## src/rtl/sync_fifo_pkg.sv

```systemverilog
// Shared constants and width helpers for the synchronous FIFO.
package sync_fifo_pkg;

    localparam int DEF_DATA_WIDTH = 32;
    localparam int DEF_ADDR_WIDTH = 4;
    localparam int DEF_AEMPTY_LVL = 2;

    // Pointers and the occupancy counter carry one extra bit so that
    // "full" (DEPTH) is representable alongside "empty" (0).
    function automatic int cnt_width(input int addr_width);
        return addr_width + 1;
    endfunction

    // Number of storage entries for a given address width.
    function automatic int depth_of(input int addr_width);
        return 1 << addr_width;
    endfunction

endpackage

```

## src/rtl/sync_fifo_if.sv

```systemverilog
// Handshake/status bundle between a FIFO user (master) and the FIFO (slave).
interface sync_fifo_if #(
    parameter int DATA_WIDTH = 32,
    parameter int ADDR_WIDTH = 4
);
    logic                  flush_i;
    logic                  wr_en_i;
    logic [DATA_WIDTH-1:0] wr_data_i;
    logic                  rd_en_i;
    logic [DATA_WIDTH-1:0] rd_data_o;
    logic                  rd_valid_o;
    logic                  full_o;
    logic                  empty_o;
    logic                  almost_full_o;
    logic                  almost_empty_o;
    logic [ADDR_WIDTH:0]   count_o;
    logic                  overflow_o;
    logic                  underflow_o;

    modport master (
        output flush_i, wr_en_i, wr_data_i, rd_en_i,
        input  rd_data_o, rd_valid_o, full_o, empty_o, almost_full_o,
               almost_empty_o, count_o, overflow_o, underflow_o
    );

    modport slave (
        input  flush_i, wr_en_i, wr_data_i, rd_en_i,
        output rd_data_o, rd_valid_o, full_o, empty_o, almost_full_o,
               almost_empty_o, count_o, overflow_o, underflow_o
    );
endinterface

```

## src/rtl/sync_fifo_mem.sv

```systemverilog
// FIFO storage: one synchronous write port, one asynchronous read port.
// The array is deliberately left without reset.
module sync_fifo_mem #(
    parameter int DATA_WIDTH = 32,
    parameter int ADDR_WIDTH = 4
) (
    input  logic                  clk_i,
    input  logic                  wr_en_i,
    input  logic [ADDR_WIDTH-1:0] wr_addr_i,
    input  logic [DATA_WIDTH-1:0] wr_data_i,
    input  logic [ADDR_WIDTH-1:0] rd_addr_i,
    output logic [DATA_WIDTH-1:0] rd_data_o
);
    localparam int DEPTH = 1 << ADDR_WIDTH;

    logic [DATA_WIDTH-1:0] mem_r [DEPTH];

    // Store the accepted write word at the write index.
    always_ff @(posedge clk_i) begin
        if (wr_en_i) begin
            mem_r[wr_addr_i] <= wr_data_i;
        end
    end

    assign rd_data_o = mem_r[rd_addr_i];

endmodule

```

## src/rtl/sync_fifo.sv

```systemverilog
// Synchronous FIFO with occupancy count, almost-full/empty levels and
// sticky overflow/underflow flags.
// Build option: define SYNC_FIFO_FWFT_EN for first-word-fall-through reads;
// without it rd_data_o is registered and valid one cycle after the pop.
module sync_fifo
    import sync_fifo_pkg::*;
#(
    parameter int DATA_WIDTH = DEF_DATA_WIDTH,
    parameter int ADDR_WIDTH = DEF_ADDR_WIDTH,
    parameter int AFULL_LVL  = depth_of(ADDR_WIDTH) - 2,
    parameter int AEMPTY_LVL = DEF_AEMPTY_LVL
) (
    input  logic        clk_i,
    input  logic        aresetn_i,
    sync_fifo_if.slave  bus
);
    localparam int DEPTH = depth_of(ADDR_WIDTH);
    localparam int CNT_W = cnt_width(ADDR_WIDTH);

    localparam logic [CNT_W-1:0] DEPTH_C  = CNT_W'(DEPTH);
    localparam logic [CNT_W-1:0] AFULL_C  = CNT_W'(AFULL_LVL);
    localparam logic [CNT_W-1:0] AEMPTY_C = CNT_W'(AEMPTY_LVL);
    localparam logic [CNT_W-1:0] ZERO_C   = CNT_W'(0);
    localparam logic [CNT_W-1:0] ONE_C    = CNT_W'(1);

    logic [CNT_W-1:0]      wr_ptr_r;
    logic [CNT_W-1:0]      rd_ptr_r;
    logic [CNT_W-1:0]      count_r;
    logic                  overflow_r;
    logic                  underflow_r;

    logic                  full_s;
    logic                  empty_s;
    logic                  wr_accept_s;
    logic                  rd_accept_s;
    logic                  ovf_event_s;
    logic                  udf_event_s;
    logic [DATA_WIDTH-1:0] mem_rd_data_s;

    // Status flags and accept decisions, all derived from registered count.
    // Flush overrides any request in the same cycle.
    always_comb begin
        full_s      = 1'b0;
        empty_s     = 1'b0;
        rd_accept_s = 1'b0;
        wr_accept_s = 1'b0;
        ovf_event_s = 1'b0;
        udf_event_s = 1'b0;
        full_s      = (count_r == DEPTH_C);
        empty_s     = (count_r == ZERO_C);
        if (bus.flush_i) begin
            rd_accept_s = 1'b0;
            wr_accept_s = 1'b0;
        end else begin
            // A pop in the same cycle frees a slot, so a full FIFO still
            // takes the write.
            rd_accept_s = bus.rd_en_i && !empty_s;
            wr_accept_s = bus.wr_en_i && (!full_s || rd_accept_s);
            ovf_event_s = bus.wr_en_i && !wr_accept_s;
            udf_event_s = bus.rd_en_i && empty_s;
        end
    end

    sync_fifo_mem #(
        .DATA_WIDTH (DATA_WIDTH),
        .ADDR_WIDTH (ADDR_WIDTH)
    ) u_mem (
        .clk_i     (clk_i),
        .wr_en_i   (wr_accept_s),
        .wr_addr_i (wr_ptr_r[ADDR_WIDTH-1:0]),
        .wr_data_i (bus.wr_data_i),
        .rd_addr_i (rd_ptr_r[ADDR_WIDTH-1:0]),
        .rd_data_o (mem_rd_data_s)
    );

    // Pointer and occupancy bookkeeping.
    always_ff @(posedge clk_i or negedge aresetn_i) begin
        if (!aresetn_i) begin
            wr_ptr_r <= ZERO_C;
            rd_ptr_r <= ZERO_C;
            count_r  <= ZERO_C;
        end else if (bus.flush_i) begin
            wr_ptr_r <= ZERO_C;
            rd_ptr_r <= ZERO_C;
            count_r  <= ZERO_C;
        end else begin
            if (wr_accept_s) begin
                wr_ptr_r <= wr_ptr_r + ONE_C;
            end
            if (rd_accept_s) begin
                rd_ptr_r <= rd_ptr_r + ONE_C;
            end
            case ({wr_accept_s, rd_accept_s})
                2'b10:   count_r <= count_r + ONE_C;
                2'b01:   count_r <= count_r - ONE_C;
                default: count_r <= count_r;
            endcase
        end
    end

    // Sticky error flags; only flush or reset clears them.
    always_ff @(posedge clk_i or negedge aresetn_i) begin
        if (!aresetn_i) begin
            overflow_r  <= 1'b0;
            underflow_r <= 1'b0;
        end else if (bus.flush_i) begin
            overflow_r  <= 1'b0;
            underflow_r <= 1'b0;
        end else begin
            overflow_r  <= overflow_r  | ovf_event_s;
            underflow_r <= underflow_r | udf_event_s;
        end
    end

`ifdef SYNC_FIFO_FWFT_EN
    // Head word is shown directly; a pop advances to the next entry.
    assign bus.rd_data_o  = mem_rd_data_s;
    assign bus.rd_valid_o = !empty_s;
`else
    logic [DATA_WIDTH-1:0] rd_data_r;
    logic                  rd_valid_r;

    // Capture the popped word; valid pulses for one cycle, data holds.
    always_ff @(posedge clk_i or negedge aresetn_i) begin
        if (!aresetn_i) begin
            rd_data_r  <= {DATA_WIDTH{1'b0}};
            rd_valid_r <= 1'b0;
        end else if (bus.flush_i) begin
            rd_data_r  <= rd_data_r;
            rd_valid_r <= 1'b0;
        end else if (rd_accept_s) begin
            rd_data_r  <= mem_rd_data_s;
            rd_valid_r <= 1'b1;
        end else begin
            rd_data_r  <= rd_data_r;
            rd_valid_r <= 1'b0;
        end
    end

    assign bus.rd_data_o  = rd_data_r;
    assign bus.rd_valid_o = rd_valid_r;
`endif

    assign bus.full_o         = full_s;
    assign bus.empty_o        = empty_s;
    assign bus.almost_full_o  = (count_r >= AFULL_C);
    assign bus.almost_empty_o = (count_r <= AEMPTY_C);
    assign bus.count_o        = count_r;
    assign bus.overflow_o     = overflow_r;
    assign bus.underflow_o    = underflow_r;

endmodule

```

## src/flat_wrapper.sv

```systemverilog
// flat-port wrapper written by rule: the top's interface ports become plain ports
module sync_fifo_flat import sync_fifo_pkg::*;
#(
    parameter int DATA_WIDTH = DEF_DATA_WIDTH,
    parameter int ADDR_WIDTH = DEF_ADDR_WIDTH,
    parameter int AFULL_LVL  = depth_of(ADDR_WIDTH) - 2,
    parameter int AEMPTY_LVL = DEF_AEMPTY_LVL
)
  (clk_i, aresetn_i, bus_flush_i, bus_wr_en_i, bus_wr_data_i, bus_rd_en_i, bus_rd_data_o, bus_rd_valid_o, bus_full_o, bus_empty_o, bus_almost_full_o, bus_almost_empty_o, bus_count_o, bus_overflow_o, bus_underflow_o);
  sync_fifo_if #(.DATA_WIDTH(DATA_WIDTH), .ADDR_WIDTH(ADDR_WIDTH)) bus_i ();
  input  logic clk_i;
  input  logic aresetn_i;
  input wire logic [$bits(bus_i.flush_i)-1:0] bus_flush_i;
  input wire logic [$bits(bus_i.wr_en_i)-1:0] bus_wr_en_i;
  input wire logic [$bits(bus_i.wr_data_i)-1:0] bus_wr_data_i;
  input wire logic [$bits(bus_i.rd_en_i)-1:0] bus_rd_en_i;
  output wire logic [$bits(bus_i.rd_data_o)-1:0] bus_rd_data_o;
  output wire logic [$bits(bus_i.rd_valid_o)-1:0] bus_rd_valid_o;
  output wire logic [$bits(bus_i.full_o)-1:0] bus_full_o;
  output wire logic [$bits(bus_i.empty_o)-1:0] bus_empty_o;
  output wire logic [$bits(bus_i.almost_full_o)-1:0] bus_almost_full_o;
  output wire logic [$bits(bus_i.almost_empty_o)-1:0] bus_almost_empty_o;
  output wire logic [$bits(bus_i.count_o)-1:0] bus_count_o;
  output wire logic [$bits(bus_i.overflow_o)-1:0] bus_overflow_o;
  output wire logic [$bits(bus_i.underflow_o)-1:0] bus_underflow_o;
  assign bus_i.flush_i = bus_flush_i;
  assign bus_i.wr_en_i = bus_wr_en_i;
  assign bus_i.wr_data_i = bus_wr_data_i;
  assign bus_i.rd_en_i = bus_rd_en_i;
  assign bus_rd_data_o = bus_i.rd_data_o;
  assign bus_rd_valid_o = bus_i.rd_valid_o;
  assign bus_full_o = bus_i.full_o;
  assign bus_empty_o = bus_i.empty_o;
  assign bus_almost_full_o = bus_i.almost_full_o;
  assign bus_almost_empty_o = bus_i.almost_empty_o;
  assign bus_count_o = bus_i.count_o;
  assign bus_overflow_o = bus_i.overflow_o;
  assign bus_underflow_o = bus_i.underflow_o;
  sync_fifo #(.DATA_WIDTH(DATA_WIDTH), .ADDR_WIDTH(ADDR_WIDTH), .AFULL_LVL(AFULL_LVL), .AEMPTY_LVL(AEMPTY_LVL)) u_core (.clk_i(clk_i), .aresetn_i(aresetn_i), .bus(bus_i));
endmodule
```

## config.mk

```make
export PLATFORM = sky130hd
export DESIGN_NAME = sync_fifo_flat
export DESIGN_NICKNAME = d
export VERILOG_FILES = /design/src/rtl/sync_fifo_pkg.sv /design/src/rtl/sync_fifo_if.sv /design/src/rtl/sync_fifo_mem.sv /design/src/rtl/sync_fifo.sv /design/src/flat_wrapper.sv
export SDC_FILE = /design/constraint.sdc
export NUM_CORES = 1
export LEC_CHECK = 0
export BUFFER_PORTS_ARGS = -buffer_cell sky130_fd_sc_hd__buf_2
export CAP_MARGIN = 20
export CORE_AREA = 2 2 227 229
export CTS_CLUSTER_DIAMETER = 30
export CTS_CLUSTER_SIZE = 16
export DETAILED_ROUTE_END_ITERATION = 8
export DIE_AREA = 0 0 229 231
export REMOVE_ABC_BUFFERS = 1
export SLEW_MARGIN = 20
export SYNTH_ARGS = -nofsm -noshare
export SYNTH_HDL_FRONTEND = slang
export SYNTH_SLANG_ARGS = --single-unit
```

## constraint.sdc

```tcl
create_clock -name clk_i -period 11 [get_ports clk_i]
set_clock_uncertainty 0.2 [all_clocks]
set_input_delay 2.2 -clock clk_i [delete_from_list [all_inputs] [get_ports clk_i]]
set_output_delay 2.2 -clock clk_i [all_outputs]
set_load 0.02 [all_outputs]
```

==> Flow_metrics.wiki, run 1 <==
{| class="wikitable"
! Metric !! Value
|-
| Outcome || finished clean
|-
| Height of the die || 231 um
|-
| Transition time at the pin with the least slew margin || between 1000 and 1500 ps
|-
| Clock tree from TritonCTS || yes
|-
| Cell chosen for the clock root || clkbuf_16
|-
| Number of warnings reported in the yosys synthesis log || 0
|-
| Overall die area || 52,900 um2
|-
| Number of vias in the routed layout || 10,277
|-
| Endpoint type of the worst setup path || primary output
|-
| Switching part of the total power || 25.8%
|-
| Total of max-cap violations || 0
|-
| Setup TNS || 0 ps
|-
| Cell Rows || 83
|-
| Slack of the critical path || roughly 6500 ps
|-
| Cell type with the largest total area after synthesis || edfxtp_1
|-
| Chip width || 229 um
|-
| Leakage || 8.73 nW
|-
| Highest achievable clock rate || 223 MHz
|-
| Layout overhead on the synthesized area || 23.5%
|-
| Setup slack after placement || 6130 ps
|-
| GPL Wtd Cong || 0.730
|-
| Clock network fraction of total power || 47.5%
|-
| Setup violators final || 0
|-
| Pin count of the biggest net entering global routing || 72
|-
| Met2 Resource Use GR || 28.0%
|-
| Peak-usage layer in the global routing report || met2
|-
| Net switching power figure || 1.78 mW
|-
| Power Density || 261 nW/um2
|-
| Antenna diode instance count || 0
|-
| Number of sinks driven by the clock tree || 560
|-
| Path class of the lowest-slack min-delay path || flop to flop
|-
| Global-route total usage across every layer || 17.7%
|-
| Detailed placer's ending HPWL || about 24 mm
|-
| Unrepaired setup endpoints after global routing || no
|-
| Effective utilization at floorplan || 42.3%
|-
| Average footprint of a synthesized cell || 21.8 um2
|-
| Total number of H-tree levels || 3
|-
| Worst Path Max Fanout || 10
|-
| Final-report hold violation count || 0
|-
| CTS hold repair buffers || 0
|-
| CP Data Required Time || 8600 ps
|-
| Clock tree buffer depth || 3
|-
| Wire length after detailed routing || 45.7 mm
|-
| Reg clk slew, reported paths || 50 ps
|-
| Yosys cell types || 38
|-
| Mapped Cells || between 900 and 1,000
|-
| Top area cells in the synthesized netlist || edfxtp_1, mux4_2, dfrtp_1, mux2i_1, o221ai_1
|-
| Clock latency reported for the late side of the worst-skew pair || 630 ps
|-
| Maximum vdd drop || 0.117 mV
|-
| Placeable core area || just over 50,000 um2
|-
| Grt met3 use || about 3.8%
|-
| Combinational cell fraction of total power || 15.6%
|-
| Crit share post-route || 40.7%
|-
| Routed length per placed instance || 23.9 um
|-
| Flop2flop setup slack || about 7500 ps
|-
| Max Transition Viols Final || 0
|-
| Post-synthesis instance area || 21,500 um2
|-
| Vias/cell || 5.37
|-
| Wire length of the first global-routing pass || around 69 mm
|-
| Int Power || 5.12 mW
|-
| Nature of the critical path startpoint || flop
|-
| Initial detailed-routing violation count || 786
|-
| Initial antenna violation count || 1
|-
| Via count of the first global-routing pass || around 11,000
|-
| Proportion of layout cells with a drive suffix above 1 || 35.9%
|-
| Critical path start-end classification || flop to primary output
|-
| Number of clock buffers inserted by TritonCTS || 105
|-
| Core Util, Final || around 52%
|-
| Slew Limit Headroom || a little over a quarter
|-
| Worst Path Arrival || around 2100 ps
|-
| Minimum period implied by the final worst setup slack || 4480 ps
|-
| Share of power burned in registers || between 30 and 40%
|-
| Number of nets in the layout || between 1,000 and 1,500
|-
| I/O pin count || 81
|-
| Number of detailed-routing iterations run before antenna repair || 5
|-
| Remaining DRCs || 0
|-
| Grt met1 use || between 20% and 30%
|-
| Register area share after synthesis || 77.2%
|-
| Total congestion overflow after global routing || 0
|-
| Synth Register Bits || 560
|-
| Final ANT Viol Nets || 0
|-
| Top-area cell type share of the netlist area || 71.7%
|-
| IO Port Bufs || 80
|-
| Resize count post-CTS || 0
|-
| Buffers inserted by post-CTS timing repair || 0
|}
==> worst paths after layout <==
| kind | startpoint | endpoint | depth (start not counted) |
|---|---|---|---|
| worst max-delay path | u_core.bus.count_o[1] | bus_empty_o | 3 |
| worst min-delay path | u_core.bus.underflow_o | u_core.bus.underflow_o | 2 |
| worst max register to register | u_core.rd_ptr_r[0] | u_core.bus.rd_data_o[30] | 5 |
| worst min register to register | u_core.bus.underflow_o | u_core.bus.underflow_o | 2 |
| max in group asynchronous | aresetn_i | u_core.rd_ptr_r[1] | 2 |
| min in group asynchronous | aresetn_i | u_core.bus.rd_data_o[23] | 2 |
==> synthesized netlist by cell type <==
cell type,count
nand2_4,1
clkbuf_1,31
mux2i_1,66
nor2_1,28
xor2_1,4
a2111oi_0,1
nor3_2,1
o21ai_1,1
dfrtp_1,48
o31ai_1,1
nand2b_1,5
buf_1,2
o41ai_1,1
xnor2_1,4
nor2b_1,1
ha_1,7
a31o_2,1
inv_2,1
edfxtp_1,512
nand3_1,3
o21ai_0,5
or3b_2,1
o21a_1,2
buf_2,19
o21bai_4,1
inv_1,4
or3_1,4
o221ai_1,32
mux4_2,128
mux2_2,1
a22oi_1,2
a21oi_1,7
nand2_1,49
nor3_1,4
buf_6,5
a211oi_2,1
or4_4,1
or4_1,1
==> registers in the layout, indices dropped and copies added (netlist names) <==
name and cells:
u_core.bus.underflow_o 1, u_core.bus.rd_data_o 32, u_core.u_mem.mem_r 512, u_core.wr_ptr_r 4, u_core.bus.count_o 5, u_core.bus.overflow_o 1, u_core.bus.rd_valid_o 1, u_core.rd_ptr_r 4
==> power by group through the flow <==
stage / Clock [mW] / Sequential (mW) / Combinational (mW)
after global placement: 0 / 2.59 / 1.09
after floorplan: 0 / 2.73 / 0.719
final: 3.28 / 2.55 / 1.08
after CTS: 3.33 / 2.55 / 1.11
after global routing: 3.44 / 2.56 / 1.18
after detailed placement: 0 / 2.59 / 1.10
==> layout make-up <==
cell class / instances / area [um2]
clock buffers: 129 / 2820
clock inverters: 71 / 890
well taps: 680 / 851
flip-flops and latches: 560 / 16600
inverters: 5 / 18.8
fillers: 4011 / 24200
multi-input cells: 364 / 4700
repair buffers: 104 / 633
==> stage by stage <==
stage	power (mW)	hold slack, ps	area (um2)	std cells
after floorplan	3.45	350	21200	929
after global placement	3.68	268	22700	1710
after detailed placement	3.69	271	22700	1710
after CTS	6.99	289	26400	1910
after global routing	7.18	319	26500	1913
final	6.91	284	26500	1913
==> critical path: stages, from the launching register on <==
cell	delay (ps)
dfrtp_1	480
or4_4	650
nor2_1	150
buf_2	180
==> layer usage <==
layer	routed length, um	vias to the layer above
li1	-	4449
met3	2640	65
met5	13	-
met2	22300	342
met4	782	2
met1	19900	5419
==> cells by family (layout without fill, tap and decap cells) <==
kind of cell             count (synthesis)  after routing  share of synthesized area (%)
adder cells (fa/ha/maj)                  7              7                          0.408
multiplexers                           195            195                           16.6
AND/OR/NAND/NOR                         99             99                           2.03
XOR/XNOR                                 8              8                          0.326
flip-flops                             560            560                           77.2
buffers and inverters                   62            309                           1.37
AO/OA/AOI/OAI                           55             55                           2.05
==> cell usage in the layout, fill, tap and decap left out, types with 4 or more instances in the layout <==
cell / synthesis / routed
edfxtp_1: 512 / 512
mux4_2: 128 / 128
clkbuf_16: 0 / 107
buf_2: 19 / 80
mux2i_1: 66 / 66
nand2_1: 49 / 49
dfrtp_1: 48 / 45
o221ai_1: 32 / 32
buf_4: 0 / 21
nor2_1: 28 / 16
clkbuf_1: 31 / 16
bufinv_16: 0 / 15
clkinv_2: 0 / 14
clkinv_4: 0 / 13
nor2_4: 0 / 12
clkinvlp_4: 0 / 12
inv_6: 0 / 9
a21oi_1: 7 / 7
ha_1: 7 / 7
clkbuf_8: 0 / 6
o21ai_0: 5 / 5
nor3_2: 1 / 5
xnor2_1: 4 / 4
inv_1: 4 / 4
nand2b_1: 5 / 4
xor2_1: 4 / 4
Note: power is estimated with default switching activity, not from simulation.
==> run 2: changes to the inputs <==
--- a/config.mk
+++ b/config.mk
@@ -5,13 +5,14 @@
 export SDC_FILE = /design/constraint.sdc
 export NUM_CORES = 1
 export LEC_CHECK = 0
+export ABC_AREA = 1
 export BUFFER_PORTS_ARGS = -buffer_cell sky130_fd_sc_hd__buf_2
 export CAP_MARGIN = 20
-export CORE_AREA = 2 2 227 229
+export CORE_AREA = 2 2 230 232
 export CTS_CLUSTER_DIAMETER = 30
 export CTS_CLUSTER_SIZE = 16
 export DETAILED_ROUTE_END_ITERATION = 8
-export DIE_AREA = 0 0 229 231
+export DIE_AREA = 0 0 232 234
 export REMOVE_ABC_BUFFERS = 1
 export SLEW_MARGIN = 20
 export SYNTH_ARGS = -nofsm -noshare
==> constraint.sdc (replaced) <==
create_clock -name clk_i -period 4.2 [get_ports clk_i]
set_clock_uncertainty 0.2 [all_clocks]
set_input_delay 0.84 -clock clk_i [delete_from_list [all_inputs] [get_ports clk_i]]
set_output_delay 0.84 -clock clk_i [all_outputs]
set_load 0.02 [all_outputs]
==> run 2 against run 1 <==
Effect of this change: worst hold slack lost 220 ps; routed wire length increased by 25%; count of clock-buffer cells in the layout down 3; via count up 38%; critical path depth grew 6; combinational power grew to 3.1 times the previous value; highest routed layer unchanged.
==> Flow_metrics.wiki, run 2 <==
{| class="wikitable"
! Metric !! Value
|-
| Outcome || finished clean (unchanged)
|-
| Number of sinks driven by the clock tree || 560 (unchanged)
|-
| Remaining DRCs || 0 (unchanged)
|-
| Beginning of the critical path || u_core.bus.count_o[0] (was u_core.bus.count_o[1])
|-
| Grt met1 use || 28.1% (was 24.7%)
|-
| Resize count post-CTS || 0 (unchanged)
|-
| Synth Register Bits || 560 (unchanged)
|-
| Top reg by flops || u_core.u_mem.mem_r (unchanged)
|-
| Met2 Resource Use GR || 35.2% (was 28.0%)
|-
| Average footprint of a synthesized cell || 13.5 um2 (was 21.8 um2)
|-
| Maximum vdd drop || 0.498 mV (was 0.117 mV)
|-
| Mapped Cells || 1,628 (was 986)
|-
| Routed length per placed instance || 22.5 um (was 23.9 um)
|-
| Critical path start-end classification || flop to flop (was flop to primary output)
|-
| CP Data Required Time || 4350 ps (was 8600 ps)
|-
| Most frequent cells in the layout || edfxtp_1, nor2_1, o21ai_0 (was edfxtp_1, mux4_2, clkbuf_16)
|-
| Crit share post-route || approximately three quarters
|-
| Number of warnings reported in the yosys synthesis log || 0 (unchanged)
|-
| Worst Path Max Fanout || 13 (was 10)
|-
| Most used flip-flop cell after synthesis || edfxtp_1 (unchanged)
|-
| Max Transition Viols Final || 0 (unchanged)
|-
| Initial antenna violation count || 2 (was 1)
|-
| Proportion of synthesized flip-flops having asynchronous set or reset || 8.57% (unchanged)
|-
| Overall die area || 54,300 um2 (was 52,900 um2)
|-
| Initial detailed-routing violation count || 1,559 (was 786)
|-
| Cell Rows || 84 (was 83)
|-
| Number of detailed-routing iterations run before antenna repair || 6 (was 5)
|-
| Peak-usage layer in the global routing report || met2 (unchanged)
|-
| Unrepaired setup endpoints after global routing || no (unchanged)
|-
| Pin count of the biggest net entering global routing || 131 (was 72)
|-
| Number of nets in the layout || 1,797 (was 1,184)
|-
| Proportion of layout cells with a drive suffix above 1 || 18.4% (was 35.9%)
|-
| Worst Path Arrival || 3240 ps (was 2080 ps)
|-
| Final-report hold violation count || 0 (unchanged)
|-
| Wire length after detailed routing || 57.0 mm (was 45.7 mm)
|-
| Total congestion overflow after global routing || 0 (unchanged)
|-
| Yosys cell types || 32 (was 38)
|-
| CTS hold repair buffers || 0 (unchanged)
|-
| Top area cells in the synthesized netlist || edfxtp_1, dfrtp_1, nor2_1, o21ai_0, o221ai_1 (was edfxtp_1, mux4_2, dfrtp_1, mux2i_1, o221ai_1)
|-
| Top-area cell type share of the netlist area || 69.8% (was 71.7%)
|-
| Cell types with the highest counts after synthesis || edfxtp_1, nor2_1, o21ai_0, o21ai_1 (was edfxtp_1, mux4_2, mux2i_1, nand2_1, dfrtp_1)
|-
| Count of fill cells added during filler insertion || 4,309 (was 4,011)
|-
| Slew Limit Headroom || 31.1% (was 26.8%)
|-
| Total of max-cap violations || 0 (unchanged)
|-
| Setup violators final || 0 (unchanged)
|-
| Leakage || 9.43 nW (was 8.73 nW)
|-
| Detailed placer's ending HPWL || 31.9 mm (was 24.4 mm)
|-
| Vias/cell || 5.59 (was 5.37)
|-
| Placeable core area || 52,000 um2 (was 50,700 um2)
|-
| Number of enable flip-flop cells after synthesis || 512 (unchanged)
|-
| Post-synthesis instance area || 22,000 um2 (was 21,500 um2)
|-
| Global-route total usage across every layer || 21.3% (was 17.7%)
|-
| Cell chosen for the clock root || clkbuf_16 (unchanged)
|-
| Transition time at the pin with the least slew margin || 1030 ps (was 1100 ps)
|-
| Clock tree buffer depth || 3 (unchanged)
|-
| Largest register FFs || 512 (unchanged)
|-
| Highest achievable clock rate || 323 MHz
|-
| Nature of the critical path startpoint || flop (unchanged)
|-
| Via count of the first global-routing pass || 14,028 (was 10,780)
|-
| Final ANT Viol Nets || 0 (unchanged)
|-
| Path class of the lowest-slack min-delay path || primary input to async pin (was flop to flop)
|-
| Number of clock buffers inserted by TritonCTS || 112 (was 105)
|-
| Most common cell after layout, fill and taps aside || edfxtp_1 (unchanged)
|-
| Number of vias in the routed layout || 14,200 (was 10,277)
|-
| Reg2reg start || u_core.bus.count_o[0] (was u_core.rd_ptr_r[0])
|-
| Setup TNS || 0 ps (unchanged)
|-
| Power Density || 700 nW/um2 (was 261 nW/um2)
|-
| Height of the die || 234 um (was 231 um)
|-
| Clock tree from TritonCTS || yes (unchanged)
|-
| Most frequent cell after synthesis || edfxtp_1 (unchanged)
|-
| I/O pin count || 81 (unchanged)
|-
| Endpoint type of the worst setup path || flop (was primary output)
|-
| Grt met3 use || 4.20% (was 3.77%)
|-
| Cell type with the largest total area after synthesis || edfxtp_1 (unchanged)
|-
| Wire length of the first global-routing pass || 86.1 mm (was 69.1 mm)
|-
| Register area share after synthesis || 75.2% (was 77.2%)
|-
| Reg clk slew, reported paths || 50 ps (about the same)
|-
| Clock latency reported for the late side of the worst-skew pair || 650 ps (was 630 ps)
|-
| Total number of H-tree levels || 3 (unchanged)
|-
| Layout overhead on the synthesized area || 23.1% (was 23.5%)
|-
| IO Port Bufs || 80 (unchanged)
|-
| Chip width || 232 um (was 229 um)
|-
| Core Util, Final || 52.2% (was 52.3%)
|-
| Buffers inserted by post-CTS timing repair || 0 (unchanged)
|-
| GPL Wtd Cong || 0.812 (was 0.730)
|-
| Minimum period implied by the final worst setup slack || 3090 ps
|-
| Effective utilization at floorplan || 42.4% (was 42.3%)
|}
[run 2: path summary, 6_finish.rpt]
path	depth (start not counted)	endpoint	slack, ps
worst min register to register	2	u_core.bus.rd_data_o[5]	270
max in group asynchronous	2	u_core.bus.rd_data_o[31]	2830
worst min-delay path	1	u_core.bus.rd_data_o[2]	70
worst max register to register	9	u_core.u_mem.mem_r[2][30]	1110
worst max-delay path	9	u_core.u_mem.mem_r[2][30]	1110
min in group clk_i	2	u_core.bus.rd_data_o[5]	270
[run 2: final cells by class]
type	instances	area, um2	area share [%]
Antenna cell	1	2.50	0.00922
Timing Repair Buffer	123	811	2.99
Clock buffer	126	2940	10.8
Sequential cell	560	16600	61.1
Inverter	25	100	0.369
Multi-Input combinational cell	931	4800	17.7
Tap cell	688	861	3.17
Clock inverter	85	1030	3.80
[run 2: through the flow]
| stage | instances | setup slack [ps] | cell area (um2) | hold slack, ps | total power [mW] |
|---|---|---|---|---|---|
| 2_1_floorplan | 1516 | -2950 | 21400 | 344 | 8.73 |
| 6_report | 2539 | 1110 | 27100 | 65.8 | 19.0 |
| 3_3_place_gp | 2327 | 677 | 23200 | 263 | 9.90 |
| 3_5_place_dp | 2327 | 686 | 23200 | 265 | 9.95 |
| 5_1_grt | 2538 | 917 | 27100 | 103 | 19.8 |
| 4_1_cts | 2538 | 1090 | 27100 | 80.7 | 19.1 |
[run 2: cell families after synthesis]
family,Yosys count,synth area share (%)
AO/OA/AOI/OAI,454,12.3
XOR/XNOR,2,0.0795
adder cells (fa/ha/maj),7,0.397
buffers and inverters,137,3.50
flip-flops,560,75.2
AND/OR/NAND/NOR,468,8.53
[run 2: layer usage]
layer / up-vias / part of all wire, %
met5: - / 0.023
met4: 2 / 2.6
met3: 106 / 6.3
met2: 514 / 49
met1: 7158 / 42
li1: 6420 / -
[run 2: critical path: stages (launching register included)]
cell and delay [ps]:
dfrtp_1 450, nor2_1 100, nand3_1 70, inv_1 70, a21oi_1 170, inv_1 140
nor2_1 370, nand2_1 340, nor2_4 540, buf_4 320
[run 2: report_power, final]
part           internal, mW  total [mW]  switching, mW
sequential             6.34        6.53          0.199
clock                  6.24        9.15           2.91
combinational         0.994        3.30           2.30
total                  13.6        19.0           5.41
==> run 3: changes to the inputs <==
==> constraint.sdc (replaced) <==
create_clock -name clk_i -period 2.7 [get_ports clk_i]
set_clock_uncertainty 0.2 [all_clocks]
set_input_delay 0.54 -clock clk_i [delete_from_list [all_inputs] [get_ports clk_i]]
set_output_delay 0.54 -clock clk_i [all_outputs]
set_load 0.02 [all_outputs]
==> run 3 against run 2 <==
Effect of this change: core utilization grew 1.5 points; non-clock buffer count rose by 30; via count up 0.81%; cell area up 2.9%; clock power rose by 63%; register-to-register slack worse by 700 ps; die area unchanged; power is 60% higher; count of clock-buffer cells in the layout is 8 higher; routed wire length is 0.77% lower; cell count rose by 1.4%; critical path type is now flop to primary output.
==> Flow_metrics.wiki, run 3 (synthesized netlist as in run 2, its figures left out) <==
{| class="wikitable"
! Metric !! Value
|-
| Height of the die || 234 um (unchanged)
|-
| Cell area after layout || 27,900 um2 (was 27,100 um2)
|-
| Cell chosen for the clock root || clkbuf_16 (unchanged)
|-
| Buffers inserted by post-CTS timing repair || 0 (unchanged)
|-
| Final ANT Viol Nets || 0 (unchanged)
|-
| Clock tree buffer depth || 3 (unchanged)
|-
| Outcome || finished clean (unchanged)
|-
| Total of max-cap violations || 0 (unchanged)
|-
| Placeable core area || 52,000 um2 (unchanged)
|-
| Highest achievable clock rate || 406 MHz
|-
| Routed length per placed instance || 22.0 um (was 22.5 um)
|-
| Cells along the critical path || nor2_2 > nand3_2 > inv_1 > buf_2 (was nor2_1 > nand3_1 > inv_1 > a21oi_1 > inv_1 > nor2_1 > nand2_1 > nor2_4 > buf_4)
|-
| Crit share post-route || 91.1%
|-
| Slowest CP cell || dfrtp_1 (was nor2_4)
|-
| Maximum vdd drop || 0.532 mV (was 0.498 mV)
|-
| Number of sinks driven by the clock tree || 560 (unchanged)
|-
| Path class of the lowest-slack min-delay path || primary input to flop (was primary input to async pin)
|-
| Worst Path Max Fanout || 5 (was 13)
|-
| Initial antenna violation count || 0 (was 2)
|-
| Cell total after placement || 2,355 (was 2,327)
|-
| Leakage || 9.76 nW (was 9.43 nW)
|-
| Minimum period implied by the final worst setup slack || about 2500 ps
|-
| Beginning of the critical path || u_core.bus.count_o[3] (was u_core.bus.count_o[0])
|-
| I/O pin count || 81 (unchanged)
|-
| Nature of the critical path startpoint || flop (unchanged)
|-
| Hold_sp || bus_flush_i
|-
| Area occupied by multi-input gates || 4800 um2 (unchanged)
|-
| Buffers and inverters on the worst path || 2 (was 3)
|-
| Final-report hold violation count || 0 (unchanged)
|-
| Setup violators final || 0 (unchanged)
|-
| Global-route total usage across every layer || 21.3% (about the same)
|-
| Power Density || 1090 nW/um2 (was 700 nW/um2)
|-
| Antenna diode instance count || 0 (was 1)
|-
| Dpl cell area || 23,700 um2 (was 23,200 um2)
|-
| Unrepaired setup endpoints after global routing || no (unchanged)
|-
| Slew Limit Headroom || 58.3% (was 31.1%)
|-
| Worst Path Arrival || 1720 ps (was 3240 ps)
|-
| Layout overhead on the synthesized area || 26.7% (was 23.1%)
|-
| Clock latency reported for the late side of the worst-skew pair || 660 ps (was 650 ps)
|-
| Number of vias in the routed layout || 14,315 (was 14,200)
|-
| Count of fill cells added during filler insertion || 4,278 (was 4,309)
|-
| Vias/cell || 5.56 (was 5.59)
|-
| Area occupied by registers || 16,600 um2 (unchanged)
|-
| Detailed placer's ending HPWL || 32.2 mm (was 31.9 mm)
|-
| Initial detailed-routing violation count || 1,249 (was 1,559)
|-
| Endpoint type of the worst setup path || primary output (was flop)
|-
| Chip width || 232 um (unchanged)
|-
| Slowest stage delay, CP || 430 ps (was 540 ps)
|-
| Total number of H-tree levels || 3 (unchanged)
|-
| Proportion of layout cells with a drive suffix above 1 || 20.0% (was 18.4%)
|-
| Cell Rows || 84 (unchanged)
|-
| Most frequent cells in the layout || edfxtp_1, nor2_1, o21ai_0 (unchanged)
|-
| Pin count of the biggest net entering global routing || 92 (was 131)
|-
| Number of detailed-routing iterations run before antenna repair || 5 (was 6)
|-
| Largest register FFs || 512 (unchanged)
|-
| Total congestion overflow after global routing || 0 (unchanged)
|-
| Transition time at the pin with the least slew margin || 626 ps (was 1030 ps)
|-
| Top reg by flops || u_core.u_mem.mem_r (unchanged)
|-
| Max Transition Viols Final || 0 (unchanged)
|-
| CP Data Required Time || 1960 ps (was 4350 ps)
|-
| Clock tree from TritonCTS || yes (unchanged)
|-
| Overall die area || 54,300 um2 (unchanged)
|-
| Critical path start-end classification || flop to primary output (was flop to flop)
|-
| Number of clock buffers inserted by TritonCTS || 115 (was 112)
|-
| GPL Wtd Cong || 0.814 (was 0.812)
|-
| Most common cell after layout, fill and taps aside || edfxtp_1 (unchanged)
|-
| IO Port Bufs || 80 (unchanged)
|-
| Non-filler instance count after layout || 2,575 (was 2,539)
|-
| Number of nets in the layout || 1,830 (was 1,797)
|-
| Remaining DRCs || 0 (unchanged)
|-
| Wire length after detailed routing || 56.6 mm (was 57.0 mm)
|-
| Reg clk slew, reported paths || 40 ps (was 50 ps)
|-
| Wire length of the first global-routing pass || 86.8 mm (was 86.1 mm)
|-
| Reg2reg start || u_core.bus.count_o[0] (unchanged)
|-
| Via count of the first global-routing pass || 14,678 (was 14,028)
|-
| Overall power consumption || 30.4 mW (was 19.0 mW)
|-
| Family of cells with the greatest summed delay on the critical path || flip-flops (was simple AND/OR/NAND/NOR gates)
|-
| Effective utilization at floorplan || 42.4% (unchanged)
|}
-- run 3: changes by cell type in the layout (fill, tap and decap cells not counted), sizes merged, moves of 2 or more --
cell,change
buf,+28
clkbuf,+8
clkinv,-6
bufinv,+4
dlygate4sd3,+2
inv,+2
-- run 3: timing repair --
action	4_1_cts	5_1_grt
hold buffers	2	0
gates resized for setup	0	0
hold endpoints to repair	21	0
-- run 3: cell type report --
class / instances / area share (%)
well taps: 688 / 3.08
clock buffers: 134 / 10.7
flip-flops and latches: 560 / 59.4
inverters: 25 / 0.359
multi-input cells: 931 / 17.2
clock inverters: 84 / 4.26
repair buffers: 153 / 4.98
-- run 3: path summary, 6_finish.rpt --
check	to	slack, ps	depth (start not counted)
max	bus_empty_o	240	4
min	u_core.bus.underflow_o	40	2
max reg2reg	u_core.u_mem.mem_r[9][19]	410	11
min reg2reg	u_core.bus.rd_data_o[6]	280	2
max in group asynchronous	u_core.wr_ptr_r[3]	1430	3
min in group asynchronous	u_core.bus.rd_data_o[12]	260	2
-- run 3: stage by stage --
step	setup TNS [ps]	util (%)	setup slack (ps)	hold WS, ps
global placement	0	45.6	273	265
CTS	0	53.7	204	5.52
floorplan	-607150	-	-4450	44.4
detailed placement	0	45.6	282	268
global route	0	53.7	133	26.9
finish	0	53.7	240	40.6
-- run 3: layer usage --
layer / track usage [%] / up-vias / wire [um]
met2: 35.7 / 504 / 28200
met5: 0 / - / 0
li1: - / 6500 / -
met3: 3.71 / 101 / 3180
met4: 8.53 / 0 / 1530
met1: 27.7 / 7210 / 23700
-- run 3: report_power, final --
group	total, mW	internal [mW]	switching, mW
clock	14.9	10.3	4.68
sequential	10.1	9.85	0.216
combinational	5.44	1.76	3.68
total	30.4	21.9	8.58
